File: config.mk
export PLATFORM = sky130hd
export DESIGN_NAME = pipe_stage_skid
export DESIGN_NICKNAME = d
export VERILOG_FILES = /design/src/rtl/pipe_stage_skid.sv
export SDC_FILE = /design/constraint.sdc
export NUM_CORES = 1
export LEC_CHECK = 0
export ABC_CLOCK_PERIOD_IN_PS = 2300
export CORE_MARGIN = 3
export CORE_UTILIZATION = 49
export DETAILED_ROUTE_END_ITERATION = 6
export HOLD_SLACK_MARGIN = 0.08
export PLACE_DENSITY = 0.88
export SLEW_MARGIN = 5
export SYNTH_ARGS = -nofsm -noshare
export SYNTH_HDL_FRONTEND = slang
export SYNTH_SLANG_ARGS = --single-unit
File: constraint.sdc
create_clock -name clk -period 2.3 [get_ports clk]
set_input_delay 0.345 -clock clk [delete_from_list [all_inputs] [get_ports clk]]
set_output_delay 0.345 -clock clk [all_outputs]
set_load 0.01 [all_outputs]
File: src/rtl/pipe_stage_skid.sv
// ---------------------------------------------------------------------------
// pipe_stage_skid
//
// Elastic pipeline register placed between two processor stages (IF/ID,
// ID/EX, EX/MEM, MEM/WB). A valid/ready handshake on each side takes the
// place of per-stage stall vectors.
//
// SKID=1 holds up to two entries (main + skid) so that in_ready comes
// straight from a flop. SKID=0 holds a single entry, and in_ready is derived
// combinationally from out_ready. While the stage is empty, out_data carries
// the BUBBLE (NOP) encoding. Two saturating counters record stall and bubble
// cycles for performance analysis.
//
// Parameters
//   DATA_W   payload width
//   SKID     1: two entries with registered in_ready, 0: single entry
//   BUBBLE   payload presented while out_valid=0
//   CNT_W    perf counter width
//
// Ports
//   clk         in   rising-edge clock
//   rst         in   synchronous active-high reset
//   flush       in   kill all held entries (exception / branch redirect)
//   in_valid    in   upstream payload valid
//   in_ready    out  stage accepts this cycle
//   in_data     in   upstream payload
//   out_valid   out  output entry valid
//   out_ready   in   downstream accepts this cycle
//   out_data    out  output payload, BUBBLE when out_valid=0
//   occupancy   out  held entries: 0, 1 or 2
//   cnt_clr     in   synchronous clear of both counters
//   stall_cnt   out  cycles with out_valid=1 and out_ready=0 (saturating)
//   bubble_cnt  out  cycles with out_valid=0 (saturating)
// ---------------------------------------------------------------------------
module pipe_stage_skid #(
    parameter int                DATA_W = 32,
    parameter int                SKID   = 1,
    parameter logic [DATA_W-1:0] BUBBLE = '0,
    parameter int                CNT_W  = 16
) (
    input  logic              clk,
    input  logic              rst,
    input  logic              flush,
    input  logic              in_valid,
    output logic              in_ready,
    input  logic [DATA_W-1:0] in_data,
    output logic              out_valid,
    input  logic              out_ready,
    output logic [DATA_W-1:0] out_data,
    output logic [1:0]        occupancy,
    input  logic              cnt_clr,
    output logic [CNT_W-1:0]  stall_cnt,
    output logic [CNT_W-1:0]  bubble_cnt
);

    // The state encoding matches the number of held entries, so occupancy
    // is the state register itself.
    typedef enum logic [1:0] {
        EMPTY = 2'd0,
        ONE   = 2'd1,
        FULL  = 2'd2
    } state_t;

    localparam bit               PASS    = (SKID == 0);
    localparam logic [CNT_W-1:0] CNT_MAX = '1;

    state_t             state_q;
    logic               valid_q;
    logic               rdy_q;
    logic [DATA_W-1:0]  main_q;
    logic [DATA_W-1:0]  skid_q;
    logic [CNT_W-1:0]   stall_q;
    logic [CNT_W-1:0]   bubble_q;

    logic               accept;
    logic               drain;

    // rdy_q means "not FULL" when SKID=1. When SKID=0 it tracks "empty",
    // and the out_ready term supplies the pass-through path, which gives
    // ~out_valid | out_ready without adding a second register.
    assign in_ready   = rdy_q | (PASS & out_ready);
    assign accept     = in_valid & in_ready;
    assign drain      = valid_q & out_ready;

    assign out_valid  = valid_q;
    assign out_data   = main_q;
    assign occupancy  = state_q;
    assign stall_cnt  = stall_q;
    assign bubble_cnt = bubble_q;

    // Entry FSM. Reset and flush both collapse to EMPTY, and any
    // same-cycle accept is dropped. A same-cycle drain needs no action here
    // because downstream has already taken the payload it was shown.
    // The ONE -> FULL branch can only be taken with SKID=1: with SKID=0,
    // an accept in ONE requires out_ready, which implies a drain.
    always_ff @(posedge clk) begin
        if (rst || flush) begin
            state_q <= EMPTY;
            valid_q <= 1'b0;
            rdy_q   <= 1'b1;
            main_q  <= BUBBLE;
            skid_q  <= BUBBLE;
        end else begin
            case (state_q)
                EMPTY: begin
                    if (accept) begin
                        main_q  <= in_data;
                        valid_q <= 1'b1;
                        rdy_q   <= !PASS;
                        state_q <= ONE;
                    end
                end
                ONE: begin
                    if (accept && drain) begin
                        main_q <= in_data;
                    end else if (accept) begin
                        skid_q  <= in_data;
                        rdy_q   <= 1'b0;
                        state_q <= FULL;
                    end else if (drain) begin
                        main_q  <= BUBBLE;
                        valid_q <= 1'b0;
                        rdy_q   <= 1'b1;
                        state_q <= EMPTY;
                    end
                end
                FULL: begin
                    if (drain) begin
                        main_q  <= skid_q;
                        rdy_q   <= 1'b1;
                        state_q <= ONE;
                    end
                end
                default: begin
                    state_q <= EMPTY;
                    valid_q <= 1'b0;
                    rdy_q   <= 1'b1;
                    main_q  <= BUBBLE;
                end
            endcase
        end
    end

    // Perf counters look at the registered out_valid and keep counting
    // through a flush. Clear takes priority over increment, and each
    // counter holds at all-ones.
    always_ff @(posedge clk) begin
        if (rst || cnt_clr) begin
            stall_q  <= '0;
            bubble_q <= '0;
        end else begin
            if (valid_q && !out_ready && (stall_q != CNT_MAX)) begin
                stall_q <= stall_q + 1'b1;
            end
            if (!valid_q && (bubble_q != CNT_MAX)) begin
                bubble_q <= bubble_q + 1'b1;
            end
        end
    end

endmodule
==> out/results.ini, run 1 <==
[finish]
mostFrequentLayoutCell=clkdlybuf4s50_1
final_cell_mix=clkdlybuf4s50_1, dfxtp_1, nand2_1
synthToLayoutAreaGrowth_pct=33.8
diodes=0
drive_gt1_share_pct=7.60
finish.net_count=631
layoutNonFillerInstCount=697

[synthesis]
netlist-cell-type-count=52
synth_flop_cell=dfxtp_1
largest_family_of_logic_cells_by_synthesized_area=compound AO/OA/AOI/OAI gates
post_synth_xor_area_fraction_pct=0.206
yosys_warnings=0
synth_simple_gate_area_share_pct=20.4
ys_ff_latch=100
synth_sequential_area_ratio_pct=47.0
synth_area_per_cell_um2=8.76
area_fraction_in_compound_gates_after_synthesis_pct=26.0
synth_cells=486
synth_area_um2=4260
synth_nets=530
synthMuxAreaShare_pct=0.970
synth-edff-count=0
synthAdderAreaFrac_pct=1.76
asyncSetResetFlopFracSynth_pct=0

[sta]
final_period_minus_worst_setup_slack_ps=2070
worst_clock_skew_ps=13.2
max_slew.worst_pin.slew_ps=612
setup_violations=0
final.period_utilization_pct=90.1
grt_setup_unrepaired=no
slew-limit-headroom_pct=59.2
final-hold-violation-count=0
final.setup.tns_ps=0
final_max_slew_viol_count=0
max_freq_ghz=0.482

[worst_setup_path]
path_cells=buf_4, clkdlybuf4s50_1
timing.critical_path.max_delay_family=buffers and inverters
cpMaxStageDelayCell=clkdlybuf4s50_1
r2r_end=stall_cnt[14]
worst_r2r_src=stall_cnt[0]
timing.critical_path.arrival_ps=1730
worstSetupEndpointType=output pin
critical_path_cell_count=2
source_of_the_critical_timing_path=out_valid
timing_worst_setup_path_type=reg -> out
path_buf_inv=2
cp_slowest_stage_delay_ps=560
worst_r2r_path_depth=6
worstSetupEndpoint=out_valid
critPathLaunchType=register
critPathRequiredTime_ps=1960
timing.reg2reg.setup_slack_ps=340
crit_path_max_fanout=16

[global_routing]
grt_overflow=0
grt_start_max_net_pins=34
grt_first_pass_wirelength_mm=18.6
first_global_vias=4051
grtUsageTotal_pct=22.6
initial_antenna_violation_count=0

[drt]
detailroute.via_count=4216
routed_wl_mm=11.4
antenna_left=0
drt_first_iter_violations=187
vias_per_cell=6.05
drtPass1Iterations=5
post_drt_wl_per_cell_um=16.3
post-route-drc-count=0

[place]
rd_place_congestion=0.828
place_hpwl_mm=7.88
buffer_ports.inserted=105
placed_cells_incl_taps=681

[floorplanning]
die-area_um2=9840
coreArea_um2=8340
start_util_pct=51.0
die_height_um=99.2
dieWidth_um=99.2
fp-row-count=33
ioPinCount=106

[clock_network]
post_cts.repair.setup_buffers=0
cts.repair.resized=0
cts_hold_repair.buffers=0
ctsLongestPathBuffers=2
clk-insertion-delay-late_ps=350
tritoncts=yes
cts_sinks=100
worst_setup_hold_path_clk_slew_ps=90
h_tree_depth=3
clock_tree.root_cell=clkbuf_8
cts_buffers=9

[worst_hold_path]
min-delay-path-class=reg -> reg

[pwr]
power.leakage_uw=0.00189
cellPowerDensity_nw_per_um2=579
peakVddDrop_mv=0.295

[flow_run]
max_cap_violations=0

[run_status]
outcome=finished, final reports clean

[state kept, by name, indices dropped and copies added (netlist names)]
| register | count |
|---|---|
| in_ready | 1 |
| stall_cnt | 16 |
| bubble_cnt | 16 |
| occupancy | 2 |
| skid_q | 32 |
| out_valid | 1 |
| out_data | 32 |
[through the flow]
step                      hold WS, ps  util, %  total power [uW]  cell area [um^2]  setup WS (ps)
after floorplan                   437        -              2010              4260            447
after global placement            442     65.8              2200              5490            227
after detailed placement          446     65.8              2210              5490            172
after CTS                         464     68.2              3320              5690            154
after global routing              480     68.3              3430              5700            116
final                             462     68.3              3300              5700            227
[cell usage after synthesis, types with 2 or more instances]
| master | instances | share of area [%] |
|---|---|---|
| dfxtp_1 | 100 | 47 |
| ha_1 | 6 | 1.8 |
| nor3_1 | 7 | 0.82 |
| nand4_1 | 10 | 1.5 |
| o41ai_1 | 2 | 0.41 |
| o31ai_1 | 11 | 1.9 |
| o21a_1 | 2 | 0.35 |
| o2bb2ai_1 | 32 | 6.6 |
| nor4_1 | 6 | 0.88 |
| a21oi_1 | 57 | 6.7 |
| mux2i_1 | 3 | 0.71 |
| or3_1 | 10 | 1.5 |
| clkbuf_1 | 25 | 2.2 |
| o21ai_0 | 13 | 1.5 |
| nand2_1 | 82 | 7.2 |
| or4_1 | 7 | 1.2 |
| and4_1 | 3 | 0.62 |
| buf_2 | 4 | 0.47 |
| o211ai_1 | 2 | 0.35 |
| inv_1 | 7 | 0.62 |
| a211oi_1 | 2 | 0.35 |
| nand3_1 | 15 | 1.8 |
| buf_1 | 3 | 0.26 |
| nand2b_1 | 3 | 0.44 |
| nor2_1 | 13 | 1.1 |
| a31oi_1 | 2 | 0.29 |
| and3_1 | 2 | 0.29 |
| or2_2 | 2 | 0.29 |
| a22oi_1 | 32 | 5.6 |
[cells by family after synthesis]
group / count (synthesis)
XOR/XNOR: 1
AND/OR/NAND/NOR: 172
adder cells (fa/ha/maj): 6
AO/OA/AOI/OAI: 164
flip-flops: 100
multiplexers: 4
buffers and inverters: 39
[how the worst min path moves through the flow]
stage                     slack, ps    startpoint           end  depth (start not counted)
after floorplan                 440     skid_q[0]     skid_q[0]                          2
after global placement          440    skid_q[27]    skid_q[27]                          2
after detailed placement        450  out_data[18]  out_data[18]                          1
after CTS                       460     skid_q[7]     skid_q[7]                          2
after global routing            480    skid_q[14]    skid_q[14]                          2
final                           460    skid_q[14]    skid_q[14]                          2
[worst min-delay path, cell delays in order (launching register included)]
cell	delay, ps
dfxtp_1	320
nand2_1	50
a21oi_1	50
[power breakdown]
group / leakage (uW) / switching [uW] / total (uW) / internal [uW]
registers: 0.000809 / 28.2 / 1800 / 1770
clock network: 0.0000959 / 590 / 1130 / 536
logic: 0.000986 / 189 / 377 / 187
total: 0.00189 / 807 / 3300 / 2490
[area by class of cell]
class                      count  area, um^2
fill                         646        2650
clock inverter                 5        58.8
clock buffer                  11         141
multi-input combinational    347        2120
sequential                   100        2000
inverter                       7        26.3
tap                          105         131
timing repair buffer         122        1220
[routing by layer]
layer,vias to the layer above,routed length [um],GRT usage [%]
met3,10,879,5.05
met4,0,87,7.25
li1,2010,-,-
met2,191,5550,38.8
met5,-,0,0
met1,2005,4870,28.1
Note: power is estimated with default switching activity, not from simulation.
==> run 2: changes to the inputs <==
CORE_UTILIZATION = 45   (was 49)
PLACE_DENSITY = 0.82   (was 0.88)
SKIP_CTS_REPAIR_TIMING = 1   (was not set)
==> out/results.ini, run 2 (synthesized netlist as in run 1, its figures left out) <==
[worst_setup_path]
r2r_end=stall_cnt[14]
worst_r2r_path_depth=6  ; unchanged
worstSetupEndpointType=register
critPathLaunchType=register
timing_worst_setup_path_type=reg -> reg
crit_path_max_fanout=5  ; -11
timing.reg2reg.setup_slack_ps=330  ; about the same
worst_r2r_src=stall_cnt[1]
source_of_the_critical_timing_path=stall_cnt[1]
critPathRequiredTime_ps=2600  ; +640 ps
timing.critical_path.arrival_ps=2270  ; +540 ps
worstSetupEndpoint=stall_cnt[14]

[sta]
final.period_utilization_pct=85.6  ; -4.5 points
setup_violations=0  ; unchanged
final.setup.tns_ps=0  ; unchanged
max_freq_ghz=0.508  ; +5.2%
grt_setup_unrepaired=no
worst_clock_skew_ps=11.2  ; -2.01 ps
max_slew.worst_pin.slew_ps=567  ; -44.8 ps
final_max_slew_viol_count=0  ; unchanged
final-hold-violation-count=0  ; unchanged
final_period_minus_worst_setup_slack_ps=1970  ; -103 ps
layout_setup_ws_ps=330  ; +103 ps
slew-limit-headroom_pct=61.8  ; +2.6 points

[floorplanning]
start_util_pct=47.6  ; -3.4 points
dieWidth_um=103  ; +4.1%
die-area_um2=10700  ; +8.3%
ioPinCount=106  ; unchanged
coreArea_um2=8930  ; +7.1%
die_height_um=103  ; +4.1%
fp-row-count=34  ; +3.0%

[global_routing]
grt_start_max_net_pins=34  ; unchanged
initial_antenna_violation_count=0  ; unchanged
grt_first_pass_wirelength_mm=18.4  ; -0.82%
first_global_vias=3976  ; -1.9%
grtUsageTotal_pct=21.3  ; -1.3 points
grt_overflow=0  ; unchanged

[drt]
routed_wl_mm=11.2  ; -1.5%
antenna_left=0  ; unchanged
detailroute.via_count=4145  ; -1.7%
post-route-drc-count=0  ; unchanged
vias_per_cell=5.90  ; -2.4%
drtPass1Iterations=4  ; -1
drt_first_iter_violations=169  ; -9.6%
post_drt_wl_per_cell_um=16.0  ; -2.2%

[finish]
final_core_util_pct=63.6  ; -4.7 points
final_cell_mix=clkdlybuf4s50_1, dfxtp_1, nand2_1
diodes=0  ; unchanged
finalInstanceArea_um2=5680  ; -0.24%
drive_gt1_share_pct=8.08  ; +0.48 points
mostFrequentLayoutCell=clkdlybuf4s50_1
area.sequential_um2=2000  ; unchanged
multi_input_area_um2=2120  ; unchanged
synthToLayoutAreaGrowth_pct=33.5
layoutNonFillerInstCount=702  ; +0.72%
fill_cells=775  ; +20%
finish.net_count=633  ; +0.32%

[clock_network]
tritoncts=yes
cts_buffers=9  ; unchanged
worst_setup_hold_path_clk_slew_ps=100  ; about the same
cts_sinks=100  ; unchanged
h_tree_depth=3  ; unchanged
ctsLongestPathBuffers=2  ; unchanged
clk-insertion-delay-late_ps=370  ; +20 ps
clock_tree.root_cell=clkbuf_8

[pwr]
cellPowerDensity_nw_per_um2=576  ; -0.47%
power.leakage_uw=0.00189  ; -0.13%
peakVddDrop_mv=0.337  ; +14%

[place]
placement.cell_area_um2=5480  ; -0.11%
buffer_ports.inserted=105  ; unchanged
placed_cells_incl_taps=686  ; +0.73%
rd_place_congestion=0.865  ; +4.5%
place_hpwl_mm=7.78  ; -1.2%
post-place-ws_ps=195  ; +22.8 ps

[flow_run]
max_cap_violations=0  ; unchanged

[run_status]
outcome=finished, final reports clean

[worst_hold_path]
min-delay-path-class=reg -> reg

==> run 2: changes by cell type in the layout (fill, tap and decap cells not counted) <==
cell / change
clkbuf_1: -1
buf_12: -2
inv_6: +1
clkinv_2: -1
inv_8: +2
buf_4: +4
bufinv_16: -1
==> run 2: power by group <==
part           internal (uW)  total [uW]  switching (uW)
Combinational            184         373             190
Clock                    446        1110             659
Sequential              1770        1800            27.2
Total                   2400        3270             876
==> run 2: stage by stage <==
stage / power (uW) / hold WS (ps)
finish: 3270 / 462
global route: 3390 / 484
CTS: 3290 / 462
detailed placement: 2210 / 448
global placement: 2200 / 442
floorplan: 2010 / 437
==> run 2: final cells by class <==
cell class                 count  share of cell area, %
inverter                       7                  0.462
clock inverter                 6                  0.969
tap                          108                   2.38
multi-input combinational    347                   37.3
clock buffer                  10                   2.42
sequential                   100                   35.2
timing repair buffer         124                   21.2
==> run 2: worst min path at each step <==
stage / start / end / slack [ps] / depth (start not counted)
CTS: skid_q[11] / skid_q[11] / 460 / 2
finish: skid_q[11] / skid_q[11] / 460 / 2
global placement: skid_q[22] / skid_q[22] / 440 / 2
floorplan: skid_q[0] / skid_q[0] / 440 / 2
detailed placement: out_data[0] / out_data[0] / 450 / 1
global route: out_data[3] / out_data[3] / 480 / 1
==> run 2: layer usage <==
layer	up-vias	part of all wire (%)	global-route usage, %
li1	2025	-	-
met1	1954	45	27.9
met2	156	46	35.9
met3	10	7.3	4.23
met4	0	0.86	5.88
met5	-	0	0
==> run 2: worst max-delay path: stages (launching register included) <==
cell and delay [ps]:
dfxtp_1 360, ha_1 240, nand3_2 110, buf_4 170, or4_4 530, or3_1 360
a21oi_1 140
==> run 3: changes to the inputs <==
CORE_UTILIZATION = 40   (was 45)
DONT_BUFFER_PORTS = 1   (was not set)
MAX_ROUTING_LAYER = met4   (was not set)
PLACE_DENSITY = 0.62   (was 0.82)
==> out/results.ini, run 3 (synthesized netlist as in run 1, its figures left out) <==
[clock_network]
worst_setup_hold_path_clk_slew_ps=110  ; about the same
clk-insertion-delay-late_ps=370  ; about the same
clock_tree.root_cell=clkbuf_8
cts_sinks=100  ; unchanged
ctsLongestPathBuffers=2  ; unchanged
tritoncts=yes
h_tree_depth=3  ; unchanged
cts_buffers=9  ; unchanged

[global_routing]
grt_start_max_net_pins=35  ; +2.9%
first_global_vias=3580  ; -10%
grt_overflow=0  ; unchanged
grtUsageTotal_pct=18.8  ; -2.5 points
grt_first_pass_wirelength_mm=17.6  ; -4.5%
initial_antenna_violation_count=0  ; unchanged

[worst_setup_path]
worst_r2r_path_depth=5  ; -1
worstSetupEndpointType=register
timing_worst_setup_path_type=reg -> reg
r2r_end=stall_cnt[9]
critPathLaunchType=register
timing.reg2reg.setup_slack_ps=240  ; -90 ps
crit_path_max_fanout=6  ; +1
worst_r2r_src=stall_cnt[1]
critPathRequiredTime_ps=2600  ; about the same
timing.critical_path.arrival_ps=2360  ; +90 ps

[pwr]
seq_power_share_pct=56.6  ; +1.8 points
cellPowerDensity_nw_per_um2=693  ; +20%
power.share.switching_pct=26.2  ; -0.59 points
fin_total_pwr_uw=3200  ; -2.2%
intPower_uw=2360  ; -1.4%
clkPwrFrac_pct=36.7  ; +2.9 points
p_comb_share_pct=6.7  ; -4.7 points
peakVddDrop_mv=0.299  ; -11%
power.leakage_uw=0.00149  ; -21%
p_sw_uw=838  ; -4.4%

[sta]
worst_clock_skew_ps=12.8  ; +1.62 ps
final_period_minus_worst_setup_slack_ps=2060  ; +86.1 ps
max_slew.worst_pin.slew_ps=808  ; +241 ps
grt_setup_unrepaired=no
slew-limit-headroom_pct=45.6  ; -16 points
max_freq_ghz=0.486  ; -4.2%
final.period_utilization_pct=89.4  ; +3.7 points
final-hold-violation-count=0  ; unchanged
setup_violations=0  ; unchanged
final.setup.tns_ps=0  ; unchanged
final_max_slew_viol_count=0  ; unchanged

[floorplanning]
die-area_um2=11900  ; +12%
ioPinCount=106  ; unchanged
dieWidth_um=109  ; +5.7%
start_util_pct=41.2  ; -6.4 points
coreArea_um2=10300  ; +16%
die_height_um=109  ; +5.7%
fp-row-count=37  ; +8.8%

[worst_hold_path]
min-delay-path-class=in -> reg
min_to=skid_q[28]
hold_wc_startpoint=in_data[28]
hold_path_depth=2  ; unchanged

[drt]
post-route-drc-count=0  ; unchanged
antenna_left=0  ; unchanged
routed_wl_mm=10.8  ; -3.4%
drtPass1Iterations=4  ; unchanged
vias_per_cell=6.01  ; +1.7%
detailroute.via_count=3724  ; -10%
drt_first_iter_violations=267  ; +58%
post_drt_wl_per_cell_um=17.5  ; +9.3%

[finish]
finish.net_count=523  ; -17%
layoutNonFillerInstCount=620  ; -12%
fill_cells=1024  ; +32%
diodes=0  ; unchanged
final_cell_mix=dfxtp_1, nand2_1, a21oi_1
final_core_util_pct=44.8  ; -19 points
synthToLayoutAreaGrowth_pct=8.59
drive_gt1_share_pct=8.68  ; +0.60 points
finalInstanceArea_um2=4620  ; -19%
mostFrequentLayoutCell=dfxtp_1

[place]
buffer_ports.inserted=0  ; -100%
rd_place_congestion=0.829  ; -4.2%
place_hpwl_mm=7.27  ; -6.6%
placement.cell_area_um2=4420  ; -19%
placed_cells_incl_taps=604  ; -12%

[flow_run]
max_cap_violations=0  ; unchanged

[run_status]
outcome=finished, final reports clean

-- run 3: per-layer routing --
layer | global-route usage (%) | part of all wire [%] | vias to the layer above
met5 | - | 0 | -
met4 | 6.04 | 0.76 | 0
met3 | 6.75 | 10 | 9
met2 | 29.7 | 47 | 135
met1 | 22.4 | 43 | 1783
li1 | - | - | 1797
-- run 3: power groups by stage --
stage | sequential, uW | combinational (uW) | clock [uW]
after detailed placement | 1850 | 217 | 0
after CTS | 1810 | 217 | 1210
after global routing | 1820 | 243 | 1290
after global placement | 1850 | 212 | 0
after floorplan | 1840 | 162 | 0
final | 1810 | 214 | 1170
-- run 3: final cells by class --
cell class	instances	area (um^2)	area share (%)
multi-input cells	347	2110	45.7
flip-flops and latches	100	2000	43.3
well taps	136	170	3.68
clock buffers	9	124	2.68
repair buffers	14	105	2.27
clock inverters	7	81.3	1.76
inverters	7	26.3	0.569
-- run 3: worst max path at each step --
stage            startpoint       endpoint  slack, ps  cells after the start
2_1_floorplan  stall_cnt[0]  stall_cnt[14]        450                      5
3_3_place_gp   stall_cnt[1]  stall_cnt[14]        360                      5
3_5_place_dp   stall_cnt[1]   stall_cnt[4]        310                      5
4_1_cts        stall_cnt[1]   stall_cnt[4]        290                      5
5_1_grt        stall_cnt[1]   stall_cnt[9]         70                      5
6_report       stall_cnt[1]   stall_cnt[9]        240                      5
-- run 3: per-stage QoR --
step / hold slack [ps] / worst slack (ps)
after floorplan: 437 / 447
after global placement: 442 / 361
after detailed placement: 451 / 311
after CTS: 85.8 / 291
after global routing: 82.1 / 72.3
final: 101 / 244
-- run 3: critical path, cell delays in order, from the launching register on --
cell and delay (ps):
dfxtp_1 460, ha_1 260, nand3_2 150, nor4_1 750
o21ai_0 200, a21oi_1 160
